### src/rtl/ps2_key_sequencer.sv
// ps2_key_sequencer: drains the ps2_keyboard FIFO, parses E0/F0 prefixes into key events.
// Optional TYPEMATIC_FILTER_EN suppresses auto-repeat presses of the currently held key.
module ps2_key_sequencer #(
    parameter int CNT_W = 8
) (
    input  logic             clk,
    input  logic             rst,
    output logic             ps2_clrn,
    input  logic             ps2_ready,
    input  logic [7:0]       ps2_data,
    input  logic             ps2_overflow,
    output logic             ps2_nextdata_n,
    output logic             evt_valid,
    input  logic             evt_ready,
    output logic [7:0]       evt_code,
    output logic             evt_break,
    output logic             evt_ext,
    output logic [CNT_W-1:0] press_cnt,
    output logic             err_ovf,
    input  logic             err_clr
);
    typedef enum logic [1:0] {S_IDLE, S_ACK, S_GAP} state_t;
    state_t state, state_nx;
    logic take, is_code, emit, ext_flag, brk_flag;
    assign ps2_clrn = ~rst;
    always_comb begin
        state_nx       = state;
        ps2_nextdata_n = 1'b1;
        take           = 1'b0;
        case (state)
            S_IDLE: begin
                take     = ps2_ready && (!evt_valid || evt_ready);
                state_nx = take ? S_ACK : S_IDLE;
            end
            S_ACK: begin
                ps2_nextdata_n = 1'b0;
                state_nx       = S_GAP;
            end
            default: state_nx = S_IDLE;
        endcase
    end
    always_ff @(posedge clk)
        state <= rst ? S_IDLE : state_nx;
    assign is_code = take && ps2_data != 8'hF0 && ps2_data != 8'hE0;
`ifdef TYPEMATIC_FILTER_EN
    logic       held, held_ext;
    logic [7:0] held_code;
    logic       same_key;
    assign same_key = held && held_ext == ext_flag && held_code == ps2_data;
    assign emit     = is_code && !(same_key && !brk_flag);
    always_ff @(posedge clk)
        if (rst) begin
            held      <= 1'b0;
            held_ext  <= 1'b0;
            held_code <= 8'h00;
        end else if (is_code && !brk_flag) begin
            held      <= 1'b1;
            held_ext  <= ext_flag;
            held_code <= ps2_data;
        end else if (is_code && same_key) begin
            held <= 1'b0;
        end
`else
    assign emit = is_code;
`endif
    always_ff @(posedge clk)
        if (rst) begin
            ext_flag  <= 1'b0;
            brk_flag  <= 1'b0;
            evt_valid <= 1'b0;
            evt_code  <= 8'h00;
            evt_break <= 1'b0;
            evt_ext   <= 1'b0;
            press_cnt <= '0;
            err_ovf   <= 1'b0;
        end else begin
            if (is_code) begin
                ext_flag <= 1'b0;
                brk_flag <= 1'b0;
            end else if (take) begin
                ext_flag <= ext_flag | (ps2_data == 8'hE0);
                brk_flag <= brk_flag | (ps2_data == 8'hF0);
            end
            if (emit) begin
                evt_valid <= 1'b1;
                evt_code  <= ps2_data;
                evt_break <= brk_flag;
                evt_ext   <= ext_flag;
            end else if (evt_ready) begin
                evt_valid <= 1'b0;
            end
            if (emit && !brk_flag)
                press_cnt <= press_cnt + CNT_W'(1);
            // overflow set has priority over a simultaneous clear
            err_ovf <= ps2_overflow | (err_ovf & ~err_clr);
        end
endmodule

### config.mk
export PLATFORM = sky130hd
export DESIGN_NAME = ps2_key_sequencer
export DESIGN_NICKNAME = d
export VERILOG_FILES = /design/src/rtl/ps2_key_sequencer.sv
export SDC_FILE = /design/constraint.sdc
export NUM_CORES = 1
export LEC_CHECK = 0
export ABC_AREA = 0
export CAP_MARGIN = 25
export CORE_UTILIZATION = 39
export CTS_CLUSTER_DIAMETER = 60
export DETAILED_ROUTE_END_ITERATION = 8
export GPL_ROUTABILITY_DRIVEN = 1
export PLACE_DENSITY = 0.73
export SLEW_MARGIN = 40
export SYNTH_ARGS = -nofsm -noshare
export SYNTH_HDL_FRONTEND = slang
export SYNTH_SLANG_ARGS = --single-unit
export TNS_END_PERCENT = 5
### constraint.sdc
create_clock -name clk -period 1.63 [get_ports clk]
set_clock_uncertainty 0.15 [all_clocks]
set_input_delay 0.2445 -clock clk [delete_from_list [all_inputs] [get_ports clk]]
set_output_delay 0.2445 -clock clk [all_outputs]
set_load 0.02 [all_outputs]
Word level (Yosys, flattened, before mapping)
Index checks and enable logic that the tools add are counted.
{"block": "op_classes", "n_addsub": 1, "mul": 0, "n_div": 0, "n_lt_le_gt_ge": 0, "eq_ne": 5, "shift": 0, "muxes": 6, "bitwise_logic": 6, "reduce_logical": 10}
{"cell": "$eq A8 B8 Y1 const B", "n": 2}
{"cell": "$ne A8 B8 Y1 const B", "n": 2}
{"cell": "$add A8 B1 Y8 const B", "n": 1}
{"cell": "$mux W1", "n": 5}
{"cell": "$logic_and A1 B1 Y1", "n": 4}
{"cell": "$pmux W2 S2", "n": 1}
{"cell": "$or A1 B1 Y1", "n": 3}
{"cell": "$eq A2 B1 Y1 const B", "n": 1}
{"cell": "$logic_not A1 Y1", "n": 2}
{"cell": "$logic_not A2 Y1", "n": 1}
{"cell": "$not A1 Y1", "n": 2}
{"cell": "$reduce_bool A2 Y1", "n": 1}
{"cell": "$reduce_or A2 Y1", "n": 1}
{"cell": "$and A1 B1 Y1", "n": 1}
{"cell": "$logic_or A1 B1 Y1", "n": 1}
{"block": "totals", "ff_bits": 24, "latchBits": 0, "ramBits": 0, "rom_bits": 0, "input_bits": 14, "output_inout_bits": 22, "wordCells": 37, "memories": 0}

Logic depth before layout (Yosys ltp)
Gate-level depths: netlist (run 1).
{"block": "depth", "ltp_word": 7, "mapped_depth": 6}

Least setup slack after synthesis (run 1)
Ideal clock, no wire load.
{"block": "synth_timing", "path_kind": "register to register", "from": "register evt_valid", "to": "register press_cnt[6]", "arrival_ns": 1.411, "required_ns": 1.359, "slack_ns": -0.052, "path_stages_with_launch": 6, "n_path_buf": 1, "path_cell_list": "dfxtp_1 -> nand2b_1 -> nand3_1 -> buf_2 -> nor4b_2 -> mux2_2"}
{"block": "synth_between", "elab_chain_len": 7}
{"item": "start, declared", "line_no": "13", "text": "output logic evt_valid,"}
{"item": "start signal, assigned", "line_no": "70", "text": "evt_valid <= 1'b0;"}
{"item": "start signal, assigned", "line_no": "85", "text": "evt_valid <= 1'b1;"}
{"item": "start signal, assigned", "line_no": "90", "text": "evt_valid <= 1'b0;"}
{"item": "$logic_not A1 Y1", "line_no": "32", "text": "take = ps2_ready && (!evt_valid || evt_ready);"}
{"item": "$logic_or A1 B1 Y1", "line_no": "32"}
{"item": "$logic_and A1 B1 Y1", "line_no": "32"}
{"item": "$mux W1", "line_no": "30", "text": "case (state)"}
{"item": "$logic_and A1 B1 Y1 (2 in a row)", "line_no": "44", "text": "assign is_code = take && ps2_data != 8'hF0 && ps2_data != 8'hE0;"}
{"item": "$logic_and A1 B1 Y1", "line_no": "92", "text": "if (emit && !brk_flag)"}
{"item": "end signal, assigned", "line_no": "93", "text": "press_cnt <= press_cnt + CNT_W'(1);"}
{"item": "end, declared", "line_no": "18", "text": "output logic [CNT_W-1:0] press_cnt,"}
Every way passes these cells.
A chain may end at the register's enable or synchronous reset.

Worst setup path in the final report (run 1)
{"block": "layout_timing", "from": "input port ps2_data[6]", "to": "register press_cnt[6]"}
{"block": "layout_between", "elab_chain_len": 4, "word_cells_on_any_way": 5}
{"item": "start, declared", "line_no": "10", "text": "input logic [7:0] ps2_data,"}
{"item": "$ne A8 B8 Y1", "line_no": "44"}
{"item": "$logic_and A1 B1 Y1", "line_no": "44"}
{"item": "$logic_and A1 B1 Y1 (*)", "line_no": "44"}
{"item": "$logic_and A1 B1 Y1 (*)", "line_no": "92"}
Every way passes the cells marked *; elsewhere a longest branch is shown, timed or not.

==> results of run 1 <==
[synth_stat cells (2+ instances only)]
cell type / n
a21oi_1: 19
buf_2: 2
nor3_1: 3
or4_1: 4
dfxtp_1: 24
clkbuf_1: 5
o31ai_1: 5
nor2_1: 9
inv_1: 3
o21ai_0: 10
nand3_1: 10
nor2b_1: 3
nand2b_1: 3
nand4_1: 2
mux2_2: 3
nand2_1: 5
[state kept, by name, summed over array words and instances (netlist names)]
| register | cells |
|---|---|
| brk_flag | 1 |
| err_ovf | 1 |
| evt_break | 1 |
| evt_code | 8 |
| evt_ext | 1 |
| evt_valid | 1 |
| ext_flag | 1 |
| press_cnt | 8 |
| state | 2 |
[cell families after synthesis]
family	Yosys count	synth area share, %
flops	24	45.9
fa+ha+maj	1	1.19
buf+inv	12	5.38
mux	3	3.23
simple gates	47	26.9
compound gates	34	17.4
[per-layer routing]
layer / GRT usage [%] / up-vias / wire length [um] / part of all wire (%)
met5: 0 / - / 0 / 0
met4: 6.58 / 0 / 48 / 1.7
met3: 4.52 / 4 / 171 / 5.9
met2: 35.6 / 41 / 1420 / 49
met1: 23.9 / 526 / 1270 / 44
li1: - / 526 / - / -
[per-stage QoR]
stage	hold WS, ns	area [sq um]	worst slack, ns	power, uW	utilization [%]
after floorplan	0.212	1060	0.0102	761	-
after global placement	0.310	1500	-0.323	883	60.0
after detailed placement	0.319	1500	-0.363	891	60.0
after CTS	0.334	1510	-0.0379	1180	60.3
after global routing	0.0784	1620	-0.0241	1240	64.9
final	0.0702	1620	-0.00424	1200	64.9
[final cells by class]
cell class	count	area [sq um]
Tap cell	30	37.5
Sequential cell	24	484
Timing Repair Buffer	49	472
Inverter	3	11.3
Fill cell	232	878
Multi-Input combinational cell	86	581
Clock buffer	4	36.3
[worst max-delay path: cells and delay by family]
family,cells,cell delay (ns)
muxes,1,0.33
and+or+nand+nor,2,0.52
buffers and inverters,2,0.60
[cells in the final DEF (no fill, tap or decap), types with 2 or more instances in the layout]
| master | synthesis | routed |
|---|---|---|
| nor3_1 | 3 | 3 |
| dfxtp_1 | 24 | 21 |
| dlymetal6s2s_1 | 0 | 6 |
| o31ai_1 | 5 | 5 |
| dlygate4sd2_1 | 0 | 22 |
| inv_1 | 3 | 3 |
| or4_1 | 4 | 4 |
| nand4_1 | 2 | 2 |
| nor2b_1 | 3 | 3 |
| nand3_1 | 10 | 9 |
| nor2_1 | 9 | 7 |
| buf_12 | 0 | 2 |
| dfxtp_2 | 0 | 3 |
| mux2_2 | 3 | 2 |
| o21ai_0 | 10 | 10 |
| buf_4 | 0 | 11 |
| a21oi_1 | 19 | 19 |
| clkdlybuf4s50_1 | 0 | 7 |
| clkbuf_4 | 0 | 3 |
| nand2_1 | 5 | 5 |
[power groups by stage]
| stage | clock [uW] | sequential, uW | combinational, uW |
|---|---|---|---|
| after floorplan | 0 | 672 | 89.0 |
| after global placement | 0 | 644 | 239 |
| after global routing | 341 | 640 | 263 |
| after detailed placement | 0 | 646 | 246 |
| after CTS | 317 | 632 | 229 |
| final | 318 | 636 | 243 |
[final timing paths]
check | from | end | slack (ns) | depth (start not counted)
worst max-delay path | ps2_data[6] | press_cnt[6] | -0.004 | 5
worst min-delay path | ps2_data[2] | evt_code[2] | 0.07 | 3
worst max register to register | state[0] | press_cnt[4] | 0.05 | 4
worst min register to register | evt_break | evt_break | 0.33 | 2
[repair_timing]
item | 4_1_cts | 5_1_grt
setup endpoints to repair | 27 | 20
pin swaps | 2 | 3
setup buffers | 0 | 2
cloned | 0 | 1
resized for setup | 22 | 19
==> results.sh, run 1 <==
export IMPL_status="finished with violations"
export IMPL_violations="setup timing"
export IMPL_yosysSeqAreaShare_pct=45.9
export IMPL_irDropWorstVdd_mv=0.475
export IMPL_slew_violations=0
export IMPL_route_detailed_drc=0
export IMPL_syn_inst=121
export IMPL_drt_initial_drc_count=21
export IMPL_ys_top_cells_by_area="dfxtp_1, a21oi_1, nand3_1"
export IMPL_post_route_cells_drive_above_1_share_pct=20.5
export IMPL_cts_tree="yes"
export IMPL_diodes=0
export IMPL_ctsHtreeMaxLevel=1
export IMPL_path_max_fanout=5
export IMPL_hold_class="in2reg"
export IMPL_synth_nets=136
export IMPL_via_per_inst=5.60
export IMPL_cts_sinks=24
export IMPL_arrival_ns=1.70
export IMPL_fp_dieW_um=53.8
export IMPL_cp_slowest_cell="clkdlybuf4s50_1"
export IMPL_clk_pin_slew_ns=0.13
export IMPL_io_pins=36
export IMPL_num_rows=18
export IMPL_crit_required_ns=1.70
export IMPL_grt_overflow_total=0
export IMPL_cpPeakStageDelay_ns=0.47
export IMPL_insertion_delay_ns=0.32
export IMPL_place_congestion=0.706
export IMPL_path_class="in2reg"
export IMPL_synth_top_area_share_pct=45.9
export IMPL_synth_edf_count=0
export IMPL_p_comb_share_pct=20.3
export IMPL_hold_viol=0
export IMPL_setup_viol=1
export IMPL_endpoint_kind="flip-flop"
export IMPL_grt_pass1_wl_um=4200
export IMPL_netSwitchingPower_uw=333
export IMPL_yosysUniqueCellTypes=27
export IMPL_drt_pre_antenna_iters=4
export IMPL_drt_total_wl_um=2900
export IMPL_hold_buffers=0
export IMPL_wl_per_cell_um=14.8
export IMPL_setup_slack_ns=-0.00424
export IMPL_detail_route_antenna_nets=0
export IMPL_cts_buffers=3
export IMPL_min_period_ns=1.63
export IMPL_core_area_sq_um=2500
export IMPL_root_buffer="clkbuf_4"
export IMPL_stdcell_count=196
export IMPL_finalCritPeriodShare_pct=100
export IMPL_numPortBuffers=35
export IMPL_initial_utilization_pct=41.9
export IMPL_ys_flop_type="dfxtp_1"
export IMPL_syn_to_final_growth_pct=54.8
export IMPL_grt_pass1_vias=994
export IMPL_hpwl_um=1930
export IMPL_cts_buffer_depth=2
export IMPL_power_density_nw_per_um2=738
export IMPL_setup_tns_ns=-0.00424
export IMPL_die_h_um=53.8
export IMPL_place_inst=189
export IMPL_swShare_pct=27.8
export IMPL_intPower_uw=864
export IMPL_synth_ff_latch_count=24
export IMPL_die_area_sq_um=2900
export IMPL_antenna_found_initial=0
export IMPL_critical_path_cell_chain="clkdlybuf4s50_1 -> and4_4 -> buf_12 -> nor4b_4 -> mux2_4"
export IMPL_vias=1097
export IMPL_async_reset_ff_share_pct=0
export IMPL_netlist_area_sq_um=1050
export IMPL_synth_top_area_cell="dfxtp_1"
export IMPL_p_seq_share_pct=53.1
export IMPL_p_leak_uw=0.000740
export IMPL_slew_headroom_pct=81.7
export IMPL_start_kind="input port"
export IMPL_nets=182
export IMPL_max_cap_viol_count=0
export IMPL_clockPowerShare_pct=26.6
export IMPL_syn_avg_cell_area_sq_um=8.65
export IMPL_yosysWarnings=0
export IMPL_grt_max_degree=28
export IMPL_grt_total_usage_pct=20.2
export IMPL_rsz0062_at_grt="true"
export IMPL_max_freq_mhz=612
export IMPL_worst_pin_slew_ns=0.275
Note: power is estimated with default switching activity, not from simulation.
==> inputs of run 2 (changes only) <==
--- a/config.mk
+++ b/config.mk
@@ -7,11 +7,13 @@
 export LEC_CHECK = 0
 export ABC_AREA = 0
 export CAP_MARGIN = 25
-export CORE_UTILIZATION = 39
+export CELL_PAD_IN_SITES_DETAIL_PLACEMENT = 1
+export CELL_PAD_IN_SITES_GLOBAL_PLACEMENT = 1
+export CORE_UTILIZATION = 29
 export CTS_CLUSTER_DIAMETER = 60
 export DETAILED_ROUTE_END_ITERATION = 8
 export GPL_ROUTABILITY_DRIVEN = 1
-export PLACE_DENSITY = 0.73
+export PLACE_DENSITY_LB_ADDON = 0.1
 export SLEW_MARGIN = 40
 export SYNTH_ARGS = -nofsm -noshare
 export SYNTH_HDL_FRONTEND = slang
==> run 2 against run 1 <==
Against the previous run: the run now ends clean; hold slack better by 0.25 ns; core utilization down 18 points; clock power up 4%; critical path depth unchanged; via count down 3.0%; maximum frequency up 2.7%; global-route usage down 3.3 points; die area up 33%; wire length up 5.4%; non-clock buffer count down 3; combinational power about the same; register-to-register slack better by 0.03 ns; critical path type unchanged; critical endpoint is now press_cnt[3]; largest cell class unchanged; largest power group unchanged.
==> results.sh, run 2 (synthesized netlist as in run 1, its figures left out) <==
export IMPL_grt_busiest_layer="met2"
export IMPL_cts_setup_buffers=0
export IMPL_drt_pre_antenna_iters=3
export IMPL_status="finished, final reports clean"
export IMPL_fill_cells=411
export IMPL_syn_to_final_growth_pct=51.3
export IMPL_worst_pin_slew_ns=0.293
export IMPL_whs_ns=0.325
export IMPL_setup_slack_ns=0.0392
export IMPL_cts_buffers=3
export IMPL_detail_route_antenna_nets=0
export IMPL_cp_slowest_cell="clkdlybuf4s50_1"
export IMPL_setup_tns_ns=0
export IMPL_hold_buffers=0
export IMPL_vias=1064
export IMPL_hpwl_um=2090
export IMPL_seq_area_sq_um=487
export IMPL_drt_total_wl_um=3060
export IMPL_setup_viol=0
export IMPL_nets=180
export IMPL_use_met1_pct=18.8
export IMPL_worstReg2RegEnd="press_cnt[6]"
export IMPL_grt_total_usage_pct=16.9
export IMPL_cts_buffer_depth=2
export IMPL_min_period_ns=1.59
export IMPL_r2r_start="state[0]"
export IMPL_grt_max_degree=28
export IMPL_finalCritPeriodShare_pct=97.6
export IMPL_irDropWorstVdd_mv=0.301
export IMPL_final_area_sq_um=1580
export IMPL_place_inst=204
export IMPL_path_class="in2reg"
export IMPL_dp_slack_ns=-0.391
export IMPL_cts_sinks=24
export IMPL_max_freq_mhz=629
export IMPL_slew_headroom_pct=80.5
export IMPL_die_area_sq_um=3860
export IMPL_use_met3_pct=2.48
export IMPL_numPortBuffers=35
export IMPL_drt_initial_drc_count=37
export IMPL_post_route_cells_drive_above_1_share_pct=20.7
export IMPL_cts_tree="yes"
export IMPL_rsz0062_at_grt="false"
export IMPL_p_leak_uw=0.000669
export IMPL_stdcell_count=210
export IMPL_final_common_cell="dlygate4sd2_1"
export IMPL_endpoint_kind="flip-flop"
export IMPL_r2r_slack_ns=0.08
export IMPL_io_pins=36
export IMPL_hold_viol=0
export IMPL_die_h_um=62.1
export IMPL_grt_util_met2_pct=31.9
export IMPL_ctsHtreeMaxLevel=1
export IMPL_hold_class="reg2reg"
export IMPL_crit_required_ns=1.74
export IMPL_path_max_fanout=5
export IMPL_clk_pin_slew_ns=0.14
export IMPL_fp_dieW_um=62.1
export IMPL_place_area_sq_um=1510
export IMPL_core_area_sq_um=3390
export IMPL_max_cap_viol_count=0
export IMPL_root_buffer="clkbuf_4"
export IMPL_critical_path_cell_chain="clkdlybuf4s50_1 -> nor3b_4 -> and4_2 -> or4_1 -> a21oi_1"
export IMPL_reg_top3="evt_code: 8 flops, press_cnt: 8 flops, state: 2 flops"
export IMPL_grt_pass1_vias=1052
export IMPL_route_detailed_drc=0
export IMPL_antenna_found_initial=0
export IMPL_crit_path_start="ps2_data[0]"
export IMPL_endpoint="press_cnt[3]"
export IMPL_slew_violations=0
export IMPL_wl_per_cell_um=14.6
export IMPL_grt_overflow_total=0
export IMPL_mostFrequentLayoutCells="dlygate4sd2_1, a21oi_1, dfxtp_1"
export IMPL_place_congestion=0.744
export IMPL_initial_utilization_pct=30.9
export IMPL_grt_pass1_wl_um=4750
export IMPL_diodes=0
export IMPL_insertion_delay_ns=0.33
export IMPL_rr_worst_depth=4
export IMPL_num_rows=21
export IMPL_arrival_ns=1.71
export IMPL_multi_input_area_sq_um=571
export IMPL_start_kind="input port"
export IMPL_cpPeakStageDelay_ns=0.53
export IMPL_power_density_nw_per_um2=761
export IMPL_via_per_inst=5.07
[run 2: critical path, delay by kind of cell]
| kind | cells | cell delay [ns] |
|---|---|---|
| buffers and inverters | 1 | 0.53 |
| and+or+nand+nor | 3 | 0.78 |
| AOI/OAI and AO/OA | 1 | 0.15 |
[run 2: power by group]
part | switching (uW) | internal, uW | total (uW)
logic | 132 | 109 | 241
clock network | 195 | 137 | 332
registers | 16.5 | 616 | 633
[run 2: layer usage]
metal / up-vias / share of wire [%]
met3: 6 / 3.4
met1: 505 / 44
met4: 0 / 1.6
met5: - / 0
li1: 531 / -
met2: 22 / 51
[run 2: layout make-up]
cell class              count  area share, %
flip-flops and latches     24           30.7
multi-input cells          87           36.0
repair buffers             46           26.6
clock buffers               4           2.29
inverters                   3          0.711
well taps                  46           3.63
[run 2: worst min-delay path by stage]
stage | endpoint | cells after the start | startpoint | slack [ns]
2_1_floorplan | err_ovf | 2 | ps2_overflow | 0.21
3_3_place_gp | evt_ext | 2 | ext_flag | 0.31
3_5_place_dp | evt_ext | 2 | ext_flag | 0.31
4_1_cts | evt_code[7] | 3 | ps2_data[7] | 0.33
5_1_grt | evt_code[3] | 3 | ps2_data[3] | 0.35
6_report | evt_ext | 2 | ext_flag | 0.32
[run 2: timing repair]
item / CTS / global route
pin swaps: 0 / 3
endpoints found under the setup margin: 28 / 16
endpoints found under the hold margin: 0 / 0
resized for setup: 24 / 13
cloned: 0 / 2
[run 2: stage by stage]
| stage | util (%) | power (uW) |
|---|---|---|
| floorplan | - | 761 |
| global placement | 44.6 | 885 |
| detailed placement | 44.6 | 892 |
| CTS | 45.1 | 1210 |
| global route | 46.7 | 1270 |
| finish | 46.7 | 1210 |
